===== src/rtl/nn_pkg.sv =====
// Shared widths, activation limits and controller state encodings for the
// dense-layer output path.
package nn_pkg;

  localparam int ACC_W   = 32;
  localparam int SUM_W   = 33;
  localparam int ACT_W   = 8;
  localparam int ACT_MAX = 127;
  localparam int ACT_MIN = -128;

  typedef enum logic {
    S_RUN  = 1'b0,
    S_EMIT = 1'b1
  } state_t;

endpackage


===== src/rtl/requant_sat.sv =====
// Combinational requantizer: optional ReLU, round half toward +inf,
// arithmetic right shift and saturation to a signed activation.
import nn_pkg::*;

module requant_sat #(
  parameter int SHIFT   = 8,
  parameter bit RELU_EN = 1'b1
) (
  input  logic signed [SUM_W-1:0] sum,
  output logic signed [ACT_W-1:0] q,
  output logic                    sat
);

  // One guard bit so the rounding constant can never wrap the largest sum.
  localparam int EXT_W = SUM_W + 1;
  localparam logic signed [EXT_W-1:0] RND =
    (SHIFT > 0) ? (EXT_W'(1) << ((SHIFT > 0) ? SHIFT - 1 : 0)) : '0;
  localparam logic signed [EXT_W-1:0] HI = EXT_W'(ACT_MAX);
  localparam logic signed [EXT_W-1:0] LO = EXT_W'(ACT_MIN);

  logic signed [EXT_W-1:0] relu_v;
  logic signed [EXT_W-1:0] shifted;

  always_comb begin
    relu_v = EXT_W'(sum);
    if (RELU_EN && sum[SUM_W-1]) relu_v = '0;
    shifted = (relu_v + RND) >>> SHIFT;
    q   = '0;
    sat = 1'b0;
    if (shifted > HI) begin
      q   = ACT_W'(ACT_MAX);
      sat = 1'b1;
    end else if (shifted < LO) begin
      q   = ACT_W'(ACT_MIN);
      sat = 1'b1;
    end else begin
      q = shifted[ACT_W-1:0];
    end
  end

endmodule


===== src/rtl/dense_requant_argmax.sv =====
// Dense-layer output stage: bias add, requantize to int8 and per-frame argmax.
//   state  | meaning
//   S_RUN  | accepting results, tracking best score of the frame
//   S_EMIT | one cycle: publish winning class index and score
import nn_pkg::*;

module dense_requant_argmax #(
  parameter int NUM_NEURONS = 10,
  parameter int IDX_W       = 4,
  parameter int SHIFT       = 8,
  parameter bit RELU_EN     = 1'b1
) (
  input  logic                    clk,
  input  logic                    rst,
  input  logic                    frame_start,
  input  logic signed [ACC_W-1:0] acc_in,
  input  logic                    acc_valid,
  input  logic signed [ACC_W-1:0] bias_in,
  output logic signed [ACT_W-1:0] q_out,
  output logic                    q_valid,
  output logic [IDX_W-1:0]        q_index,
  output logic                    q_sat,
  output logic [IDX_W-1:0]        class_id,
  output logic signed [SUM_W-1:0] class_score,
  output logic                    class_valid
);

  localparam logic [IDX_W-1:0] LAST_IDX = IDX_W'(NUM_NEURONS - 1);

  logic [IDX_W-1:0]        cnt;
  logic [IDX_W-1:0]        cur_idx;
  logic                    s1_valid;
  logic                    s1_last;
  logic [IDX_W-1:0]        s1_idx;
  logic signed [SUM_W-1:0] s1_sum;
  logic signed [SUM_W-1:0] best_sum;
  logic [IDX_W-1:0]        best_idx;
  logic signed [ACT_W-1:0] rq;
  logic                    rq_sat;
  logic                    emit;
  state_t                  state, state_nxt;

  // A sample arriving with frame_start is already index 0 of the new frame.
  assign cur_idx = frame_start ? '0 : cnt;

  always_ff @(posedge clk or posedge rst) begin
    if (rst) begin
      cnt <= '0;
    end else if (acc_valid) begin
      cnt <= (cur_idx == LAST_IDX) ? '0 : cur_idx + IDX_W'(1);
    end else if (frame_start) begin
      cnt <= '0;
    end
  end

  always_ff @(posedge clk or posedge rst) begin
    if (rst) begin
      s1_valid <= 1'b0;
      s1_last  <= 1'b0;
      s1_idx   <= '0;
      s1_sum   <= '0;
    end else begin
      s1_valid <= acc_valid;
      if (acc_valid) begin
        s1_sum  <= SUM_W'(acc_in) + SUM_W'(bias_in);
        s1_idx  <= cur_idx;
        s1_last <= (cur_idx == LAST_IDX);
      end
    end
  end

  requant_sat #(
    .SHIFT  (SHIFT),
    .RELU_EN(RELU_EN)
  ) u_requant_sat (
    .sum(s1_sum),
    .q  (rq),
    .sat(rq_sat)
  );

  always_ff @(posedge clk or posedge rst) begin
    if (rst) begin
      q_valid <= 1'b0;
      q_out   <= '0;
      q_sat   <= 1'b0;
      q_index <= '0;
    end else begin
      q_valid <= s1_valid;
      if (s1_valid) begin
        q_out   <= rq;
        q_sat   <= rq_sat;
        q_index <= s1_idx;
      end
    end
  end

  // Argmax runs on the pre-ReLU sum; frame_start drops whatever is in stage 2.
  always_ff @(posedge clk or posedge rst) begin
    if (rst) begin
      best_sum <= '0;
      best_idx <= '0;
    end else if (frame_start) begin
      best_sum <= '0;
      best_idx <= '0;
    end else if (s1_valid && (s1_idx == '0 || s1_sum > best_sum)) begin
      best_sum <= s1_sum;
      best_idx <= s1_idx;
    end
  end

  always_ff @(posedge clk or posedge rst) begin
    if (rst) state <= S_RUN;
    else     state <= state_nxt;
  end

  always_comb begin
    state_nxt = state;
    emit      = 1'b0;
    case (state)
      S_RUN: begin
        if (s1_valid && s1_last && !frame_start) state_nxt = S_EMIT;
      end
      S_EMIT: begin
        emit      = !frame_start;
        state_nxt = S_RUN;
      end
      default: state_nxt = S_RUN;
    endcase
  end

  always_ff @(posedge clk or posedge rst) begin
    if (rst) begin
      class_valid <= 1'b0;
      class_id    <= '0;
      class_score <= '0;
    end else begin
      class_valid <= emit;
      if (emit) begin
        class_id    <= best_idx;
        class_score <= best_sum;
      end
    end
  end

endmodule


===== config.mk =====
export PLATFORM = sky130hd
export DESIGN_NAME = dense_requant_argmax
export DESIGN_NICKNAME = d
export VERILOG_FILES = /design/src/rtl/nn_pkg.sv /design/src/rtl/requant_sat.sv /design/src/rtl/dense_requant_argmax.sv
export SDC_FILE = /design/constraint.sdc
export NUM_CORES = 1
export LEC_CHECK = 0
export BUFFER_PORTS_ARGS = -buffer_cell sky130_fd_sc_hd__buf_2
export CAP_MARGIN = 20
export CORE_ASPECT_RATIO = 1.2
export CORE_MARGIN = 2
export CORE_UTILIZATION = 30
export DETAILED_ROUTE_END_ITERATION = 7
export GPL_TIMING_DRIVEN = 0
export PLACE_DENSITY = 0.52
export SYNTH_ARGS = -nofsm -noshare
export SYNTH_HDL_FRONTEND = slang
export SYNTH_SLANG_ARGS = --single-unit

===== constraint.sdc =====
create_clock -name clk -period 13.8 [get_ports clk]
set_input_delay 2.76 -clock clk [delete_from_list [all_inputs] [get_ports clk]]
set_output_delay 2.76 -clock clk [all_outputs]
set_load 0.01 [all_outputs]

# After elaboration in Yosys (flattened, before gate mapping)
# Cells that the tools add are included.
dict set report word_totals {
  register_bits 133
  output_inout_bits 52
  word_cells 45
}
dict set report op_classes {
  addsub 3
  order_cmp 3
  n_eq_ne 1
  mux 15
  bitwise_logic 1
  n_reduce_logical 7
}
# cell count
set op_table {}
lappend op_table {{$mux W33} 2}
lappend op_table {{$add A32 B32 Y33} 1}
lappend op_table {{$add A32 B8 Y33 const B} 1}
lappend op_table {{$gt A33 B33 Y1} 1}
lappend op_table {{$mux W32} 1}
lappend op_table {{$gt A26 B8 Y1 const B} 1}
lappend op_table {{$lt A26 B8 Y1 const B} 1}
lappend op_table {{$mux W4} 5}
lappend op_table {{$mux W8} 2}
lappend op_table {{$add A4 B1 Y4 const B} 1}
lappend op_table {{$eq A4 B4 Y1 const B} 1}
lappend op_table {{$logic_not A4 Y1} 1}
lappend op_table {{$mux W1} 4}
lappend op_table {{$logic_and A1 B1 Y1} 3}
lappend op_table {{$pmux W1 S2} 1}
lappend op_table {{$reduce_bool A2 Y1} 1}
lappend op_table {{$logic_not A1 Y1} 1}
lappend op_table {{$logic_or A1 B1 Y1} 1}
lappend op_table {{$not A1 Y1} 1}

# Longest topological paths before layout
dict set report depth {
  depth_word 5
  depth_mapped 11
}

# Hierarchy
# From an unflattened synthesis, not the netlist that was laid out.
dict set report unflattened {
  cells_unflattened 919
  area_unflattened_um2 9002.4
}
# module instances cells_each area_each_um2
set modules_own_cells {}
lappend modules_own_cells {dense_requant_argmax 1 810 8227.9}
lappend modules_own_cells {requant_sat 1 109 774.5}

# Worst setup path after synthesis
# Ideal clock, no wire load.
dict set report synth_timing {
  path_kind {input-to-reg}
  startpoint {in acc_in[0]}
  endpoint {reg s1_sum[32]}
  setup_ps 110
  arrival_ps 4670
  t_required_ps 13690
  path_slack_ps 9020
  stages 10
  n_path_buf 0
  cell_sequence {ha_1 > inv_1 > fa_1 > nor2b_1 > o31a_1 > o211ai_1 > nand4_1 > and3_1 > o31a_1 > o41ai_1}
}
dict set report synth_via {
  elab_chain_len 1
}
# item line_no
set synth_lines {}
lappend synth_lines {{start: declaration} dense_requant_argmax.sv:16} ;# input logic signed [ACC_W-1:0] acc_in,
lappend synth_lines {{$add A32 B32 Y33} dense_requant_argmax.sv:65} ;# s1_sum <= SUM_W'(acc_in) + SUM_W'(bias_in);
lappend synth_lines {{end signal: assignment} dense_requant_argmax.sv:65}
lappend synth_lines {{end: declaration} dense_requant_argmax.sv:35} ;# logic signed [SUM_W-1:0] s1_sum;
# Every way passes these cells.
# A chain may end at the register's enable or synchronous reset.

# Final worst setup path
# Ends and elaborated chain as after synthesis.

==> impl_metrics.env <==
export IMPL_outcome="completed"
export IMPL_start_util_pct=30.3
export IMPL_routabilityCongestion=0.831
export IMPL_finalCritPeriodShare_pct=35.9
export IMPL_floorplan_io_pins=120
export IMPL_detailedRoute_firstIterationViolations=402
export IMPL_synth_edff_count=0
export IMPL_vdd_ir_drop_max_mv=0.0652
export IMPL_via_count_of_the_first_global_routing_pass=6814
export IMPL_ctsHoldBuffers=0
export IMPL_placed_area_sq_mm=0.00917
export IMPL_leakagePower_uw=0.00460
export IMPL_drtAntennaViolNets=0
export IMPL_antenna_found_initial=0
export IMPL_critical_path_top_cell_by_count="sky130_fd_sc_hd__o31a_1"
export IMPL_synth_ff_latch_count=133
export IMPL_post_synthesis_instance_total=878
export IMPL_drt_first_pass_iters=4
export IMPL_endpoint_kind="flop"
export IMPL_finalHoldViolCount=0
export IMPL_grtUsageTotal_pct=16.6
export IMPL_layout_area_overhead_vs_synth_pct=20.4
export IMPL_std_cell_rows=66
export IMPL_vias=6715
export IMPL_number_of_nets_in_the_synthesized_netlist=1013
export IMPL_final_design_area_no_fill_sq_mm=0.00978
export IMPL_number_of_fill_cells_in_the_layout=2755
export IMPL_dpl_hpwl_um=18100
export IMPL_drive_above_1_share_pct=17.8
export IMPL_detail_route_drc_violations=0
export IMPL_critPathRequiredTime_ns=14.10
export IMPL_finish_net_count=1151
export IMPL_cts_root_to_sink_buffers=2
export IMPL_totalPowerFinal_uw=1260
export IMPL_clk_insertion_delay_late_ns=0.42
export IMPL_power_density_over_the_cells_mw_per_mm2=129
export IMPL_met3RoutedLength_um=730
export IMPL_floorplan_die_width_um=154
export IMPL_met2_length_um=10600
export IMPL_placedCellCount=1337
export IMPL_ctsRootBufferMaster="sky130_fd_sc_hd__clkbuf_16"
export IMPL_syn_cell_area_sq_mm=0.00812
export IMPL_cp_data_arrival_time_ns=5.25
export IMPL_timing_slew_headroom_pct=45.6
export IMPL_worst_path_buf_inv=2
export IMPL_post_synth_num_cell_types=71
export IMPL_grt_pass1_wl_um=37100
export IMPL_worst_hold_path_type="reg -> reg"
export IMPL_design_die_area_sq_mm=0.0284
export IMPL_cpMaxStageDelayCell="sky130_fd_sc_hd__o41ai_1"
export IMPL_p_int_uw=854
export IMPL_async_reset_ff_share_pct=100
export IMPL_critical_path_max_fanout=5
export IMPL_drt_wl_total_um=22500
export IMPL_power_share_sequential_pct=37.2
export IMPL_depth_of_the_cts_h_tree=4
export IMPL_clock_power_share_pct=36.9
export IMPL_worst_path_dominant_cell_family="compound AO/OA/AOI/OAI gates"
export IMPL_post_drt_wl_per_cell_um=16.5
export IMPL_tightestPinTransition_ns=0.817
export IMPL_design_core_area_sq_mm=0.0268
export IMPL_clock_fmax_ghz=0.202
export IMPL_report_final_setup_viol=0
export IMPL_input_output_buffers=118
export IMPL_timing_setup_tns_ns=0
export IMPL_instances_no_fill=1368
export IMPL_timing_setup_critical_path_class="in -> reg"
export IMPL_max_slew_violations=0
export IMPL_cts_repair_timing_setup_buffer_count=0
export IMPL_synth_top_flop_cell="sky130_fd_sc_hd__dfrtp_1"
export IMPL_layout_min_cycle_time_ns=4.95
export IMPL_critical_path_cell_chain="buf_2 -> ha_1 -> inv_1 -> fa_1 -> nor2b_1 -> o31a_1 -> o211ai_1 -> nand4_1 -> and3_1 -> o31a_1 -> o41ai_1"
export IMPL_grt_setup_unrepaired="false"
export IMPL_clock_sink_count=133
export IMPL_grt_overflow_total=0
export IMPL_critPathLaunchType="input port"
export IMPL_clkSlewWorstSetupHoldPaths_ns=0.06
export IMPL_top_layer_used="met4"
export IMPL_postCtsResizedCells=0
export IMPL_swShare_pct=32.1
export IMPL_power_frac_comb_pct=25.9
export IMPL_cts_inserted_buffers=17
export IMPL_cts_tree="yes"
export IMPL_slowest_delay_ns=0.34
export IMPL_worst_clock_skew_ns=0.0106
export IMPL_ys_warnings_count=0
export IMPL_die_h_um=184
export IMPL_mean_number_of_vias_per_cell=4.91
export IMPL_antennaDiodeCount=0
export IMPL_p_switching_uw=404
export IMPL_syn_area_per_cell_sq_um=9.25
export IMPL_drt_met1_wl_um=10700
export IMPL_max_cap_violations=0
export IMPL_synth_seq_area_share_pct=41.0
export IMPL_grt_start_max_net_pins=89
-- layout make-up --
class | instances | area (sq um) | share of cell area, %
clock buffer | 19 | 453 | 4.63
buffer | 35 | 146 | 1.50
timing repair buffer | 119 | 618 | 6.32
clock inverter | 12 | 154 | 1.57
multi-input combinational | 624 | 4330 | 44.2
inverter | 86 | 328 | 3.35
tap | 340 | 425 | 4.35
sequential | 133 | 3330 | 34.0
-- path summary, 6_finish.rpt --
path / from / endpoint / slack, ns / cells past startpoint
max in group asynchronous: rst / best_sum[12]$_DFFE_PP0P_ / 10.64 / 3
worst max-delay path: acc_in[0] / s1_sum[32]$_DFFE_PP0P_ / 8.85 / 11
worst min-delay path: s1_valid$_DFF_PP0_ / q_valid$_DFF_PP0_ / 0.37 / 0
worst max register to register: s1_sum[32]$_DFFE_PP0P_ / q_out[4]$_DFFE_PP0P_ / 10.40 / 10
worst min register to register: s1_valid$_DFF_PP0_ / q_valid$_DFF_PP0_ / 0.37 / 0
min in group asynchronous: rst / class_id[3]$_DFFE_PP0P_ / 2.36 / 2
-- state kept, by name (all words and copies together) (netlist names), 4 cells and up --
name,cells
q_index,4
s1_sum,33
class_score,33
class_id,4
cnt,4
best_idx,4
s1_idx,4
best_sum,33
q_out,8
-- per-layer routing --
metal  vias up  GRT usage (%)
li1       3426              -
met1      3137           21.9
met2       128           27.7
met3        24           2.77
met4         0           5.79
met5         -              0
-- kinds of logic after synthesis --
kind of cell | synth area share, %
compound gates | 22.0
simple gates | 15.8
flops | 41.0
buf+inv | 5.78
fa+ha+maj | 10.4
xor+xnor | 2.48
mux | 2.62
-- cells in the mapped netlist, types with 3 or more instances --
master | count | area [sq um]
sky130_fd_sc_hd__a211oi_1 | 9 | 67.6
sky130_fd_sc_hd__a21o_1 | 28 | 210
sky130_fd_sc_hd__a21oi_1 | 37 | 185
sky130_fd_sc_hd__and2_1 | 3 | 18.8
sky130_fd_sc_hd__and3_1 | 8 | 50.1
sky130_fd_sc_hd__buf_2 | 6 | 30.0
sky130_fd_sc_hd__clkbuf_1 | 27 | 101
sky130_fd_sc_hd__dfrtp_1 | 133 | 3330
sky130_fd_sc_hd__ha_1 | 66 | 826
sky130_fd_sc_hd__inv_1 | 86 | 323
sky130_fd_sc_hd__mux2_2 | 10 | 113
sky130_fd_sc_hd__mux2i_1 | 10 | 100
sky130_fd_sc_hd__nand2_1 | 74 | 278
sky130_fd_sc_hd__nand2b_1 | 5 | 31.3
sky130_fd_sc_hd__nand3_1 | 16 | 80.1
sky130_fd_sc_hd__nand3b_1 | 4 | 30.0
sky130_fd_sc_hd__nand4_1 | 20 | 125
sky130_fd_sc_hd__nor2_1 | 76 | 285
sky130_fd_sc_hd__nor2b_1 | 13 | 81.3
sky130_fd_sc_hd__nor3_1 | 12 | 60.1
sky130_fd_sc_hd__nor4_1 | 5 | 31.3
sky130_fd_sc_hd__o2111ai_1 | 5 | 43.8
sky130_fd_sc_hd__o21a_1 | 12 | 90.1
sky130_fd_sc_hd__o21ai_0 | 70 | 350
sky130_fd_sc_hd__o21bai_1 | 5 | 37.5
sky130_fd_sc_hd__o221ai_1 | 4 | 35.0
sky130_fd_sc_hd__o22a_1 | 7 | 61.3
sky130_fd_sc_hd__o22ai_1 | 4 | 25.0
sky130_fd_sc_hd__o2bb2ai_1 | 40 | 350
sky130_fd_sc_hd__o311ai_0 | 4 | 35.0
sky130_fd_sc_hd__o31ai_1 | 4 | 30.0
sky130_fd_sc_hd__or2_2 | 3 | 18.8
sky130_fd_sc_hd__xnor2_1 | 15 | 131
sky130_fd_sc_hd__xor2_1 | 8 | 70.1
-- power by group through the flow --
stage          Sequential (uW)  Clock (uW)  Combinational, uW
5_1_grt                    474         494                374
6_report                   468         464                326
4_1_cts                    468         475                329
3_3_place_gp               474           0                321
3_5_place_dp               474           0                327
2_1_floorplan              464           0                235
-- layout by cell type (no fill, tap or decap), drive strengths merged, types with 17 or more instances in the layout --
cell type	count
nor2	76
o21ai	71
nand3	17
o2bb2ai	40
dfrtp	133
ha	66
a21oi	37
nand2	74
inv	87
buf	127
clkbuf	46
a21o	28
nand4	20
-- per-stage QoR --
step                utilization [%]  hold WS [ns]  setup WS [ns]
floorplan                         -         0.352           7.49
global placement               34.1         0.357           5.79
detailed placement             34.2         0.361           8.39
CTS                            36.4         0.376           8.81
global route                   36.4         0.382           8.68
finish                         36.4         0.374           8.85
(Power assumes the default switching activity.)
